File: config.mk
export PLATFORM = sky130hd
export DESIGN_NAME = atommc_pic_responder
export DESIGN_NICKNAME = d
export VERILOG_FILES = /design/src/rtl/atommc_pic_responder.sv
export SDC_FILE = /design/constraint.sdc
export NUM_CORES = 1
export LEC_CHECK = 0
export ABC_AREA = 1
export CAP_MARGIN = 5
export CORE_UTILIZATION = 40
export CTS_BUF_LIST = sky130_fd_sc_hd__clkbuf_4 sky130_fd_sc_hd__clkbuf_8
export CTS_CLUSTER_DIAMETER = 200
export DETAILED_ROUTE_END_ITERATION = 8
export MAX_ROUTING_LAYER = met4
export SYNTH_ARGS = -nofsm -noshare
export SYNTH_HDL_FRONTEND = slang
export SYNTH_SLANG_ARGS = --single-unit
File: constraint.sdc
create_clock -name Clk -period 7 [get_ports Clk]
set_clock_uncertainty 0.05 [all_clocks]
set_input_delay 1.05 -clock Clk [delete_from_list [all_inputs] [get_ports Clk]]
set_output_delay 1.05 -clock Clk [all_outputs]
set_load 0.03 [all_outputs]
File: src/rtl/atommc_pic_responder.sv
// atommc_pic_responder: PIC-side AtoMMC register window with command handshake and data FIFOs
module atommc_pic_fifo #(
  parameter int DEPTH = 16
) (
  input  logic       Clk,
  input  logic       Reset,
  input  logic       push,
  input  logic       pop,
  input  logic [7:0] wdata,
  output logic [7:0] rdata,
  output logic       empty,
  output logic       full
);
  localparam int AW = $clog2(DEPTH);
  localparam logic [AW:0] ONE = 1;
  logic [7:0] mem [DEPTH];
  logic [AW:0] wr_ptr, rd_ptr;
  logic push_ok, pop_ok;
  assign empty = wr_ptr == rd_ptr;
  assign full = (wr_ptr[AW] != rd_ptr[AW]) && (wr_ptr[AW-1:0] == rd_ptr[AW-1:0]);
  assign pop_ok = pop & !empty;
  assign push_ok = push & (!full | pop);
  assign rdata = empty ? 8'h00 : mem[rd_ptr[AW-1:0]];
  // storage write; a full FIFO with a pop frees the slot being written
  always_ff @(posedge Clk)
    if (push_ok) mem[wr_ptr[AW-1:0]] <= wdata;
  // pointer advance, wrapping modulo 2*DEPTH
  always_ff @(posedge Clk or posedge Reset)
    if (Reset) begin
      wr_ptr <= '0;
      rd_ptr <= '0;
    end else begin
      if (push_ok) wr_ptr <= wr_ptr + ONE;
      if (pop_ok) rd_ptr <= rd_ptr + ONE;
    end
endmodule

module atommc_pic_responder #(
  parameter int FIFO_DEPTH = 16,
  parameter int SYNC_STAGES = 2
) (
  input  logic       Clk,
  input  logic       Reset,
  input  logic       PIC_nRD,
  input  logic       PIC_nWR,
  input  logic       PIC_nEn,
  input  logic [2:0] PIC_Addr,
  input  logic [7:0] PIC_Data_In,
  output logic [7:0] PIC_Data_Out,
  output logic       PIC_Data_OE,
  output logic [7:0] Cmd_Code,
  output logic [7:0] Cmd_Latch,
  output logic       Cmd_Valid,
  input  logic       Cmd_Done,
  input  logic [3:0] Cmd_Result,
  input  logic [7:0] Tx_Data,
  input  logic       Tx_Valid,
  output logic       Tx_Ready,
  output logic [7:0] Rx_Data,
  output logic       Rx_Valid,
  input  logic       Rx_Ready
);
  logic [SYNC_STAGES-1:0] rd_s, wr_s, fill;
  logic rd_h, wr_h, rd_arm, wr_arm;
  logic rd_sync, wr_sync, rd_edge, wr_edge;
  logic [7:0] cap, latch, tx_head, status;
  logic busy, err;
  logic [3:0] result;
  logic tx_empty, tx_full, rx_empty, rx_full;
  logic tx_push, tx_pop, rx_push, rx_pop;
  logic wr_cmd, wr_lat, rd_stat, rd_tx, busy_eff, accept, err_set;
  assign rd_sync = rd_s[SYNC_STAGES-1];
  assign wr_sync = wr_s[SYNC_STAGES-1];
  assign rd_edge = rd_arm & rd_sync & !rd_h;
  assign wr_edge = wr_arm & wr_sync & !wr_h;
  // strobe synchronisers; an edge is only armed once the chain has seen the strobe idle after reset
  always_ff @(posedge Clk or posedge Reset)
    if (Reset) begin
      rd_s <= '1;
      wr_s <= '1;
      rd_h <= 1'b1;
      wr_h <= 1'b1;
      fill <= '0;
      rd_arm <= 1'b0;
      wr_arm <= 1'b0;
    end else begin
      rd_s <= {rd_s[SYNC_STAGES-2:0], PIC_nRD};
      wr_s <= {wr_s[SYNC_STAGES-2:0], PIC_nWR};
      rd_h <= rd_sync;
      wr_h <= wr_sync;
      fill <= {fill[SYNC_STAGES-2:0], 1'b1};
      rd_arm <= rd_arm | (fill[SYNC_STAGES-1] & rd_sync);
      wr_arm <= wr_arm | (fill[SYNC_STAGES-1] & wr_sync);
    end
  // hold the Atom write data while the synchronised write strobe is low
  always_ff @(posedge Clk or posedge Reset)
    if (Reset) cap <= 8'h00;
    else if (!wr_sync) cap <= PIC_Data_In;
  assign status = {busy, !tx_empty, rx_full, err, result};
  assign PIC_Data_OE = !PIC_nRD & !PIC_nEn;
  // read mux over registered state
  always_comb
    PIC_Data_Out = PIC_Addr[2] ? 8'hFF :
                   PIC_Addr[1:0] == 2'd0 ? status :
                   PIC_Addr[1:0] == 2'd1 ? latch :
                   PIC_Addr[1:0] == 2'd2 ? tx_head : 8'h00;
  assign wr_cmd = wr_edge & (PIC_Addr == 3'd0);
  assign wr_lat = wr_edge & (PIC_Addr == 3'd1);
  assign rx_push = wr_edge & (PIC_Addr == 3'd3);
  assign rd_stat = rd_edge & (PIC_Addr == 3'd0);
  assign rd_tx = rd_edge & (PIC_Addr == 3'd2);
  assign tx_pop = rd_tx & !tx_empty;
  assign tx_push = Tx_Valid & Tx_Ready;
  assign rx_pop = Rx_Valid & Rx_Ready;
  assign Tx_Ready = !tx_full;
  assign Rx_Valid = !rx_empty;
  assign busy_eff = busy & !Cmd_Done;
  assign accept = wr_cmd & !busy_eff;
  assign err_set = (rd_tx & tx_empty) | (rx_push & rx_full & !rx_pop) | (wr_cmd & busy_eff);
  // command handshake, latch and status flags; a same-cycle Done is applied before the command
  always_ff @(posedge Clk or posedge Reset)
    if (Reset) begin
      Cmd_Code <= 8'h00;
      Cmd_Latch <= 8'h00;
      Cmd_Valid <= 1'b0;
      busy <= 1'b0;
      err <= 1'b0;
      result <= 4'h0;
      latch <= 8'h00;
    end else begin
      Cmd_Valid <= accept;
      if (accept) Cmd_Code <= cap;
      if (accept) Cmd_Latch <= latch;
      busy <= accept | busy_eff;
      if (Cmd_Done & busy) result <= Cmd_Result;
      if (wr_lat) latch <= cap;
      err <= err_set | (err & !rd_stat);
    end
  atommc_pic_fifo #(.DEPTH(FIFO_DEPTH)) u_tx (
    .Clk(Clk), .Reset(Reset), .push(tx_push), .pop(tx_pop), .wdata(Tx_Data),
    .rdata(tx_head), .empty(tx_empty), .full(tx_full)
  );
  atommc_pic_fifo #(.DEPTH(FIFO_DEPTH)) u_rx (
    .Clk(Clk), .Reset(Reset), .push(rx_push), .pop(rx_pop), .wdata(cap),
    .rdata(Rx_Data), .empty(rx_empty), .full(rx_full)
  );
endmodule

After elaboration in Yosys (flattened, before gate mapping)
Memories as Yosys holds them, arrays and structs flattened.
Cells that the tools add are included.
{"block": "totals", "ram_bits": 256, "input_bits": 31, "mem_count": 2, "wordCells": 97, "register_bits": 69, "output_inout_bits": 36}
{"block": "op_classes", "n_mux": 10, "n_reduce_logical": 16, "n_addsub": 4, "bitwise_logic": 35, "eq_ne": 11}
{"name": "u_rx.mem", "depth": 16, "word_bits": 8, "rd": 1, "rd_ports_with_merged_regs": 0, "wr": 1, "line_no": "16", "source": "logic [7:0] mem [DEPTH];"}
{"name": "u_tx.mem", "depth": 16, "word_bits": 8, "rd": 1, "rd_ports_with_merged_regs": 0, "wr": 1, "line_no": "16"}
{"operator": "$mux W8", "n": 6}
{"operator": "$and A1 B1 Y1", "n": 27}
{"operator": "$add A5 B1 Y5 const B", "n": 4}
{"operator": "$logic_not A1 Y1", "n": 12}
{"operator": "$eq A5 B5 Y1", "n": 2}
{"operator": "$eq A4 B4 Y1", "n": 2}
{"operator": "$or A1 B1 Y1", "n": 8}
{"operator": "$eq A3 B2 Y1 const B", "n": 2}
{"operator": "$mux W1", "n": 4}
{"operator": "$eq A3 B1 Y1 const B", "n": 1}
{"operator": "$logic_not A3 Y1", "n": 1}
{"operator": "$eq A2 B1 Y1 const B", "n": 1}
{"operator": "$eq A2 B2 Y1 const B", "n": 1}
{"operator": "$logic_and A1 B1 Y1", "n": 2}
{"operator": "$logic_not A2 Y1", "n": 1}
{"operator": "$ne A1 B1 Y1", "n": 2}

Logic depth before layout (Yosys ltp)
Gate-level depths: netlist of the first run.
{"block": "depth", "word_depth": 8, "depth_mapped": 13, "mapped_depth_nobuf": 10}

Hierarchy
From an unflattened synthesis of the first run, not the netlist that was laid out.
{"block": "unflattened", "hier_cells": 1534, "hier_area_um2": 14747.9}
{"module": "atommc_pic_fifo", "n_inst": 2, "area_each_um2": 6299.8, "cells_each": 657, "seq_area_each_um2": 4093.9}
{"module": "atommc_pic_responder", "n_inst": 1, "area_each_um2": 2148.3, "cells_each": 220, "seq_area_each_um2": 1233.7}

Worst setup path after synthesis of the first run
OpenSTA, ideal clock, no wires.
{"block": "synth_path", "kind": "input to output", "start": "input PIC_Addr[1]", "end": "output PIC_Data_Out[2]", "t_arrival_ns": 2.229, "path_buffers": 1, "required_time_ns": 5.900, "stages": 7, "slack_ns": 3.671, "cell_sequence": "clkinv_1 -> nor2_1 -> nand2_1 -> inv_2 -> buf_2 -> nand2_1 -> a21oi_1"}
{"block": "synth_between", "elab_chain_cells": 5, "elab_cells_between_ends": 7, "classes_between": "eq/ne (2); mux (4); reduce/logical (1)"}
{"element": "start: declaration", "line_no": "47", "source": "input logic [2:0] PIC_Addr,"}
{"element": "$eq A2 B2 Y1", "line_no": "106", "source": "PIC_Addr[1:0] == 2'd2 ? tx_head : 8'h00;"}
{"element": "$mux W8", "line_no": "106"}
{"element": "$mux W8", "line_no": "105", "source": "PIC_Addr[1:0] == 2'd1 ? latch :"}
{"element": "$mux W8 *", "line_no": "104", "source": "PIC_Addr[1:0] == 2'd0 ? status :"}
{"element": "$mux W8 *", "line_no": "103", "source": "PIC_Data_Out = PIC_Addr[2] ? 8'hFF :"}
{"element": "end: declaration", "line_no": "49", "source": "output logic [7:0] PIC_Data_Out,"}
Every way passes the cells marked *; elsewhere a longest branch is shown, timed or not.

Worst setup path after layout of the first run
{"block": "layout_path", "start": "register u_rx.rd_ptr[1]", "end": "output Rx_Data[3]"}
{"block": "layout_between", "elab_chain_cells": 2, "elab_cells_between_ends": 3, "classes_between": "eq/ne (1); mux (1); memory (1)"}
{"element": "start: declaration", "line_no": "17", "source": "logic [AW:0] wr_ptr, rd_ptr;"}
{"element": "start signal: assignment", "line_no": "34", "source": "if (pop_ok) rd_ptr <= rd_ptr + ONE;"}
{"element": "$mem_v2 Z16 W8 / $eq A5 B5 Y1 (equally long branches)"}
{"element": "$mux W8 *", "line_no": "23", "source": "assign rdata = empty ? 8'h00 : mem[rd_ptr[AW-1:0]];"}
{"element": "end: declaration", "line_no": "59", "source": "output logic [7:0] Rx_Data,"}
Marks and branches as above.

==> impl_metrics.toml, run 1 <==
[timing]
finalSetupViolCount = 0
setup_repair_after_global_routing_missed_its_margin = "false"
period_share = 0.664
final_hold_viol_count = 0
final.setup.tns_ns = 0
fmaxAchievable_mhz = 215
worst-slew-pin-transition_ns = 0.926
post-route-min-period_ns = 4.65
timing.final.max_slew_violations = 0
timing.slew.headroom = 0.380

[synthesis]
synthesis.area_per_instance_sq_um = 10.4
synth.top_cell.area_share = 0.546
synth_nets = 1389
synth_xor_area_frac = 0.0137
number_of_distinct_standard_cells_referenced_by_the_synthesized_netlist = 36
synth_top_family_by_area = "simple AND/OR/NAND/NOR gates"
netlist.top_cell.by_area = "sky130_fd_sc_hd__edfxtp_1"
complex_gate_fraction_of_the_synthesized_area = 0.0616
yosysWarningCount = 0
synth_adder_area_share = 0.00889
synth.top_cells.by_area = "sky130_fd_sc_hd__edfxtp_1 (55%), sky130_fd_sc_hd__dfrtp_1 (11%), sky130_fd_sc_hd__nand2_1 (9.3%), sky130_fd_sc_hd__inv_1 (4.4%), sky130_fd_sc_hd__nand3_1 (3.7%)"
synth-edff-count = 256
syn_area_sq_mm = 0.0141
ys_async_sr_fraction = 0.212
synth.mux.area_fraction = 0.00320
syn_inst = 1348
synth-seq-cells = 325
sequential_fraction_of_the_synthesis_area = 0.670
yosys_most_used_dff = "sky130_fd_sc_hd__edfxtp_1"
synth-simple-area-share = 0.176

[clock_tree]
max-clock-path-buffers = 3
htreeDepth = 2
numCtsBuffers = 53
clock-root-buffer = "sky130_fd_sc_hd__clkbuf_8"
ctsResizeCount = 0
worstSkewPairLatency_ns = 0.59
tritoncts_clock_tree = "yes"
clkTransAtPathRegs_ns = 0.07
cts.sink_count = 325
postCtsHoldBufs = 0
cts_setup_buffers = 0

[critical_path]
cp_slowest_cell = "sky130_fd_sc_hd__clkdlybuf4s50_1"
worstPathBufferInverterCount = 4
crit_cells = 9
worstSetupStartpointType = "flop"
critPathArrivalTime_ns = 3.55
reg2reg_depth = 8
crit-reg2reg-launch = "u_tx.rd_ptr[1]$_DFFE_PP0P_"
endpoint_kind = "output pin"
critical_path_peak_fanout = 31
path_delay_family = "buffers and inverters"
register_to_register_setup_slack_ns = 3.85
critical_path.max_stage_delay_ns = 0.71
worst-endpoint-required_ns = 5.90
worstPathCellList = "buf_4 > inv_1 > o21ai_0 > o22ai_1 > nand2_1 > nand2_1 > inv_1 > a21oi_1 > clkdlybuf4s50_1"
criticalPathCategory = "flop to output pin"
worst_setup_path_endpoint = "Rx_Data[3]"
crit_path_start = "u_rx.rd_ptr[1]$_DFFE_PP0P_"
worst_r2r_dst = "u_tx.mem[7][0]$_DFFE_PP_"

[global_route]
grt_antenna_before_repair = 0
grt_pass1_wl_microns = 52000
met2_routing_resource_usage_after_global_routing = 0.305
grt_pass1_vias = 9146
grt_use_met3 = 0.0325
grt.met1_usage = 0.256
grt_start_max_net_pins = 70
groute.usage.overall = 0.194
global_route_hottest_layer = "met2"
gr-total-overflow = 0

[detailed_routing]
detailroute.via_count = 9432
totalWireLength_microns = 33200
first_pass_iters = 7
drc_errors = 0
detailed_route_vias_per_instance = 4.89
avgRoutedWirePerCell_microns = 17.2
initialDrtViolationCount = 671
postRouteAntennaNets = 0

[placed_design]
routabilityCongestion = 0.880
placement.cell_area_sq_mm = 0.0152
numPortBuffers = 66
post_detail_place_hpwl_microns = 20800

[floorplanning]
core_area_sq_mm = 0.0345
die-width_microns = 190
placement_rows = 68
die_area_sq_mm = 0.0359
start_util = 0.407
die_height_microns = 190
ios = 67

[outcome]
run_status = "complete, no violations"

[power]
power.leakage_nw = 6.62
post-layout-total-power_mw = 6.01
irDropWorstVdd_mv = 0.403
p_per_area_mw_per_mm2 = 370

[hold_path]
min-delay-path-class = "flop to flop"
worstHoldPathCells = 0

[cells_and_area]
drive_above_1_share = 0.0977
post-route-util = 0.470
area.growth.synth_to_final_pct = 15.5
mostFrequentLayoutCells = "sky130_fd_sc_hd__nand2_1 (348), sky130_fd_sc_hd__edfxtp_1 (256), sky130_fd_sc_hd__inv_1 (164), sky130_fd_sc_hd__nor2_1 (116), sky130_fd_sc_hd__nand3_1 (103)"
antenna_cells_inserted = 0
finish.net_count = 1473
design_area_sq_mm = 0.0162
layout_commonest_cell = "sky130_fd_sc_hd__nand2_1"

[job]
cap_viol_max_count = 0
-- worst min path at each step --
stage | startpoint | endpoint | slack (ns)
detailed placement | fill[0]$_DFF_PP0_ | fill[1]$_DFF_PP0_ | 0.28
CTS | fill[0]$_DFF_PP0_ | fill[1]$_DFF_PP0_ | 0.30
global placement | fill[0]$_DFF_PP0_ | fill[1]$_DFF_PP0_ | 0.28
finish | fill[0]$_DFF_PP0_ | fill[1]$_DFF_PP0_ | 0.30
floorplan | fill[0]$_DFF_PP0_ | fill[1]$_DFF_PP0_ | 0.28
global route | rd_s[1]$_DFF_PP1_ | rd_h$_DFF_PP1_ | 0.31
-- layout make-up --
cell class	count	area [sq um]
Clock buffer	71	896
Clock inverter	26	169
Fill cell	3202	18300
Inverter	177	664
Multi-Input combinational cell	790	3720
Sequential cell	325	9420
Tap cell	455	569
Timing Repair Buffer	85	803
-- metrics by stage --
step	setup slack [ns]	hold slack, ns	std cells
5_1_grt	2.08	0.313	1929
3_3_place_gp	2.77	0.283	1832
6_report	2.35	0.296	1929
4_1_cts	2.33	0.296	1929
3_5_place_dp	2.74	0.285	1832
2_1_floorplan	3.67	0.281	1348
-- metal layers --
layer	wire, microns	vias up	share of wire
met5	0	-	0
met4	832	0	0.025
met3	1730	66	0.052
met2	16100	257	0.48
met1	14500	4477	0.44
li1	-	4632	-
-- kinds of logic after synthesis --
group                    count (synthesis)
adder cells (fa/ha/maj)                 10
flip-flops                             325
AND/OR/NAND/NOR                        601
other                                    1
multiplexers                             4
AO/OA/AOI/OAI                          152
XOR/XNOR                                22
buffers and inverters                  233
-- where the power goes --
| part | internal, mW | switching, mW | total (mW) |
|---|---|---|---|
| Clock | 0.905 | 0.757 | 1.66 |
| Sequential | 2.26 | 0.192 | 2.45 |
| Combinational | 0.617 | 1.28 | 1.90 |
-- state kept, by name, indices dropped and copies added (netlist names), 5 cells and up --
name,cells
Cmd_Latch,8
u_tx.mem,128
Cmd_Code,8
latch,8
u_rx.mem,128
cap,8
u_tx.wr_ptr,5
u_rx.wr_ptr,5
u_rx.rd_ptr,5
u_tx.rd_ptr,5
-- cells in the mapped netlist, drive strengths merged (16+ instances only) --
| cell type | n |
|---|---|
| nand2 | 352 |
| edfxtp | 256 |
| inv | 171 |
| nor2 | 122 |
| nand3 | 103 |
| o21ai | 92 |
| dfrtp | 63 |
| buf | 34 |
| a21oi | 26 |
| clkbuf | 22 |
| xor2 | 18 |
| o211ai | 17 |
| o22ai | 16 |
Power figures use the tool's default switching activity.
==> inputs of run 2 (changes only) <==
clock period = 3.8 ns   (was 7 ns; I/O delays follow)
==> run 2 against run 1 <==
Sequential share of layout area is 0.20 points higher. Largest cell class unchanged. Combinational power grew 83%. Highest routed layer unchanged. First-iteration DRC count rose by 8.8%. Via count grew 0.70%. Global-route usage shrank 0.087 points. Count of clock-buffer cells in the layout is 4 higher. Critical endpoint is now Rx_Data[5]. Register-to-register slack got worse by 2.7 ns. Critical path depth did not move. Routed wire length fell by 0.62%.
==> impl_metrics.toml, run 2 (synthesized netlist as in run 1, its figures left out) <==
[outcome]
run_status = "complete, no violations"

[timing]
period_share = 0.913
minimum_setup_slack_in_the_final_design_ns = 0.331
final_hold_viol_count = 0
final.setup.tns_ns = 0
fmaxAchievable_mhz = 288
worst-slew-pin-transition_ns = 0.905
finalSetupViolCount = 0
timing.slew.headroom = 0.394
post-route-min-period_ns = 3.47
setup_repair_after_global_routing_missed_its_margin = "false"
timing.final.max_slew_violations = 0

[detailed_routing]
avgRoutedWirePerCell_microns = 17.0
first_pass_iters = 5
totalWireLength_microns = 33000
drc_errors = 0
detailroute.via_count = 9498
detailed_route_vias_per_instance = 4.91
postRouteAntennaNets = 0
initialDrtViolationCount = 730

[clock_tree]
tritoncts_clock_tree = "yes"
worstSkewPairLatency_ns = 0.60
postCtsHoldBufs = 0
clkTransAtPathRegs_ns = 0.06
clock-root-buffer = "sky130_fd_sc_hd__clkbuf_8"
numCtsBuffers = 52
htreeDepth = 2
max-clock-path-buffers = 3
cts.sink_count = 325
cts_setup_buffers = 0
ctsResizeCount = 0

[floorplanning]
start_util = 0.407
ios = 67
core_area_sq_mm = 0.0345
die-width_microns = 190
die_area_sq_mm = 0.0359
placement_rows = 68
die_height_microns = 190

[global_route]
grt_antenna_before_repair = 0
grt_use_met3 = 0.0299
met2_routing_resource_usage_after_global_routing = 0.307
grt_pass1_vias = 9363
gr-total-overflow = 0
groute.usage.overall = 0.193
grt_pass1_wl_microns = 51900
global_route_hottest_layer = "met2"
grt_start_max_net_pins = 70
grt.met1_usage = 0.248

[cells_and_area]
n_fill_cell = 3270
area.sequential_sq_mm = 0.00942
post-route-util = 0.469
finish.net_count = 1479
antenna_cells_inserted = 0
final_cell_count_no_fill = 1935
mostFrequentLayoutCells = "sky130_fd_sc_hd__nand2_1 (348), sky130_fd_sc_hd__edfxtp_1 (256), sky130_fd_sc_hd__inv_1 (164), sky130_fd_sc_hd__nor2_1 (116), sky130_fd_sc_hd__nand3_1 (103)"
layout_commonest_cell = "sky130_fd_sc_hd__nand2_1"
drive_above_1_share = 0.111
area_of_the_multi_input_gates_sq_mm = 0.00372
area.growth.synth_to_final_pct = 15.1

[critical_path]
register_to_register_setup_slack_ns = 1.12
critical_path_peak_fanout = 49
endpoint_kind = "output pin"
worstSetupStartpointType = "flop"
criticalPathCategory = "flop to output pin"
worst-endpoint-required_ns = 3.18
critPathArrivalTime_ns = 2.85

[placed_design]
routabilityCongestion = 0.849
pre_cts_slack_ns = 0.865
placed_cells = 1839
post_detail_place_hpwl_microns = 20900
numPortBuffers = 66

[power]
power.leakage_nw = 6.64
p_per_area_mw_per_mm2 = 671
irDropWorstVdd_mv = 0.724
post-layout-total-power_mw = 10.9

[hold_path]
min-delay-path-class = "flop to flop"

[job]
cap_viol_max_count = 0
-- run 2: cell types whose count changed in the layout (fill, tap and decap cells not counted) --
cell                              before  now
sky130_fd_sc_hd__bufinv_16             2    0
sky130_fd_sc_hd__clkdlybuf4s50_1      66   50
sky130_fd_sc_hd__buf_4                19   42
sky130_fd_sc_hd__clkbuf_8             58   55
sky130_fd_sc_hd__nor3_1               12   13
sky130_fd_sc_hd__nor3_2                1    0
sky130_fd_sc_hd__clkbuf_4             13   20
sky130_fd_sc_hd__clkinv_2              9    6
-- run 2: worst paths after layout --
path | from | endpoint | cells past startpoint
worst min-delay path | fill[0]$_DFF_PP0_ | fill[1]$_DFF_PP0_ | 0
worst max register to register | u_tx.rd_ptr[0]$_DFFE_PP0P_ | u_tx.mem[10][3]$_DFFE_PP_ | 5
worst max-delay path | u_rx.rd_ptr[0]$_DFFE_PP0P_ | Rx_Data[5] | 9
min in group asynchronous | Reset | u_tx.wr_ptr[0]$_DFFE_PP0P_ | 3
worst min register to register | fill[0]$_DFF_PP0_ | fill[1]$_DFF_PP0_ | 0
max in group asynchronous | Reset | u_rx.rd_ptr[0]$_DFFE_PP0P_ | 3
-- run 2: layout make-up --
type                       count  share of cell area
inverter                     177              0.0410
timing repair buffer          92              0.0504
clock inverter                21             0.00580
sequential                   325               0.582
multi-input combinational    790               0.230
clock buffer                  75              0.0560
tap                          455              0.0352
-- run 2: layer usage --
metal  up-vias  wire [microns]
met5         -               0
met4         0            1080
met3        77            1670
met2       258           16000
met1      4524           14300
li1       4639               -
-- run 2: power breakdown --
group / internal, mW / total [mW] / switching (mW)
combinational: 1.12 / 3.48 / 2.36
clock: 1.53 / 2.88 / 1.35
sequential: 4.16 / 4.50 / 0.339
total: 6.81 / 10.9 / 4.05
-- run 2: worst max-delay path: stages (launching register included) --
cell and delay (ns):
sky130_fd_sc_hd__dfrtp_2 0.63, sky130_fd_sc_hd__inv_1 0.16, sky130_fd_sc_hd__buf_4 0.45, sky130_fd_sc_hd__o21ai_0 0.19
sky130_fd_sc_hd__o22ai_1 0.18, sky130_fd_sc_hd__nand2_1 0.09, sky130_fd_sc_hd__nand2_1 0.09, sky130_fd_sc_hd__inv_1 0.04
sky130_fd_sc_hd__a21oi_1 0.20, sky130_fd_sc_hd__buf_4 0.20
-- run 2: per-stage QoR --
step	cell area (sq um)	hold slack (ns)
6_report	16200	0.304
5_1_grt	16200	0.307
4_1_cts	16200	0.302
3_5_place_dp	15200	0.286
3_3_place_gp	15200	0.283
2_1_floorplan	14100	0.281
==> inputs of run 3 (changes only) <==
MAX_ROUTING_LAYER = unset   (was met4)
PLACE_DENSITY = 0.62   (was unset)
==> run 3 against run 2 <==
Final cell count decreased by 0.16%. Setup slack improved by 0.10 ns. Sequential cell count unchanged. Core utilization increased by 0.20 points. Global-route usage decreased by 1.1 points. Non-clock buffer count decreased by 3. Combinational power decreased by 1%. Critical endpoint is now Rx_Data[3].
==> impl_metrics.toml, run 3 (synthesized netlist as in run 1, its figures left out) <==
[timing]
post-route-min-period_ns = 3.37
hold_slack_ns = 0.295
final.setup.tns_ns = 0
finalSetupViolCount = 0
fmaxAchievable_mhz = 297
timing.final.max_slew_violations = 0
timing.slew.headroom = 0.399
setup_repair_after_global_routing_missed_its_margin = "false"
worst-slew-pin-transition_ns = 0.899
period_share = 0.887
minimum_setup_slack_in_the_final_design_ns = 0.430
final_hold_viol_count = 0

[critical_path]
worstSetupStartpointType = "flop"
crit-reg2reg-launch = "u_tx.rd_ptr[1]$_DFFE_PP0P_"
critPathArrivalTime_ns = 2.75
critical_path_peak_fanout = 42
register_to_register_setup_slack_ns = 1.01
endpoint_kind = "output pin"
worst_r2r_dst = "u_tx.mem[11][3]$_DFFE_PP_"
criticalPathCategory = "flop to output pin"
reg2reg_depth = 7
worst-endpoint-required_ns = 3.18

[global_route]
grt_start_max_net_pins = 66
grt_antenna_before_repair = 0
grt_pass1_vias = 9330
gr-total-overflow = 0
grt_pass1_wl_microns = 51100
groute.usage.overall = 0.182

[clock_tree]
ctsResizeCount = 0
max-clock-path-buffers = 3
cts_setup_buffers = 0
tritoncts_clock_tree = "yes"
htreeDepth = 2
numCtsBuffers = 53
clkTransAtPathRegs_ns = 0.06
worstSkewPairLatency_ns = 0.58
postCtsHoldBufs = 0
cts.sink_count = 325
clock-root-buffer = "sky130_fd_sc_hd__clkbuf_8"

[placed_design]
post_detail_place_hpwl_microns = 20300
pre_cts_slack_ns = 0.879
numPortBuffers = 66
routabilityCongestion = 0.880

[detailed_routing]
postRouteAntennaNets = 0
avgRoutedWirePerCell_microns = 16.6
drc_errors = 0
totalWireLength_microns = 32100
initialDrtViolationCount = 612
first_pass_iters = 5
detailed_route_vias_per_instance = 4.88
detailroute.via_count = 9427

[cells_and_area]
antenna_cells_inserted = 0
finish.net_count = 1477
mostFrequentLayoutCells = "sky130_fd_sc_hd__nand2_1 (348), sky130_fd_sc_hd__edfxtp_1 (256), sky130_fd_sc_hd__inv_1 (164), sky130_fd_sc_hd__nor2_1 (116), sky130_fd_sc_hd__nand3_1 (103)"
drive_above_1_share = 0.114
area.growth.synth_to_final_pct = 15.6
layout_commonest_cell = "sky130_fd_sc_hd__nand2_1"

[floorplanning]
core_area_sq_mm = 0.0345
ios = 67
start_util = 0.407
die_area_sq_mm = 0.0359
placement_rows = 68
die_height_microns = 190
die-width_microns = 190

[job]
cap_viol_max_count = 0

[hold_path]
worst_hold_path.endpoint = "fill[1]$_DFF_PP0_"
min-delay-path-class = "flop to flop"
worstHoldPathCells = 0
hold_path_startpoint = "fill[0]$_DFF_PP0_"

[power]
p_per_area_mw_per_mm2 = 675
power.leakage_nw = 6.67
irDropWorstVdd_mv = 0.750

[outcome]
run_status = "complete, no violations"
-- run 3: how the worst max path moves through the flow --
stage	startpoint	to	slack [ns]
2_1_floorplan	wr_s[1]$_DFF_PP1_	u_rx.mem[12][0]$_DFFE_PP_	1.40
3_3_place_gp	PIC_Addr[2]	u_rx.mem[7][2]$_DFFE_PP_	0.91
3_5_place_dp	PIC_Addr[2]	u_rx.mem[11][4]$_DFFE_PP_	0.88
4_1_cts	u_rx.rd_ptr[1]$_DFFE_PP0P_	Rx_Data[3]	0.40
5_1_grt	u_rx.rd_ptr[0]$_DFFE_PP0P_	Rx_Data[3]	0.14
6_report	u_rx.rd_ptr[1]$_DFFE_PP0P_	Rx_Data[3]	0.43
-- run 3: area by class of cell --
type | instances | area [sq um]
Clock buffer | 84 | 1020
Clock inverter | 12 | 53.8
Fill cell | 3220 | 18300
Inverter | 177 | 664
Multi-Input combinational cell | 790 | 3720
Sequential cell | 325 | 9420
Tap cell | 455 | 569
Timing Repair Buffer | 89 | 806
-- run 3: metal layers --
layer / global-route usage / share of wire / vias to the layer above
li1: - / - / 4643
met1: 0.242 / 0.44 / 4489
met3: 0.0323 / 0.051 / 48
met5: 0 / 0 / -
met4: 0.0456 / 0.016 / 0
met2: 0.310 / 0.49 / 247
-- run 3: critical path, stage by stage, from the launching register on --
cell	delay [ns]
sky130_fd_sc_hd__dfrtp_1	0.64
sky130_fd_sc_hd__buf_4	0.48
sky130_fd_sc_hd__o21ai_0	0.15
sky130_fd_sc_hd__o211ai_1	0.26
sky130_fd_sc_hd__nand3_1	0.15
sky130_fd_sc_hd__a21oi_1	0.26
sky130_fd_sc_hd__buf_4	0.21
-- run 3: power by group --
part | internal (mW) | switching, mW
clock network | 1.70 | 1.35
logic | 1.11 | 2.32
registers | 4.16 | 0.338
-- run 3: per-stage QoR --
step,area (sq um),std cells,power (mW),utilization
after floorplan,14100,1348,6.86,-
after global placement,15200,1836,7.95,0.439
after detailed placement,15200,1836,8.00,0.439
after CTS,16300,1932,11.1,0.471
after global routing,16300,1932,11.6,0.471
final,16300,1932,11.0,0.471
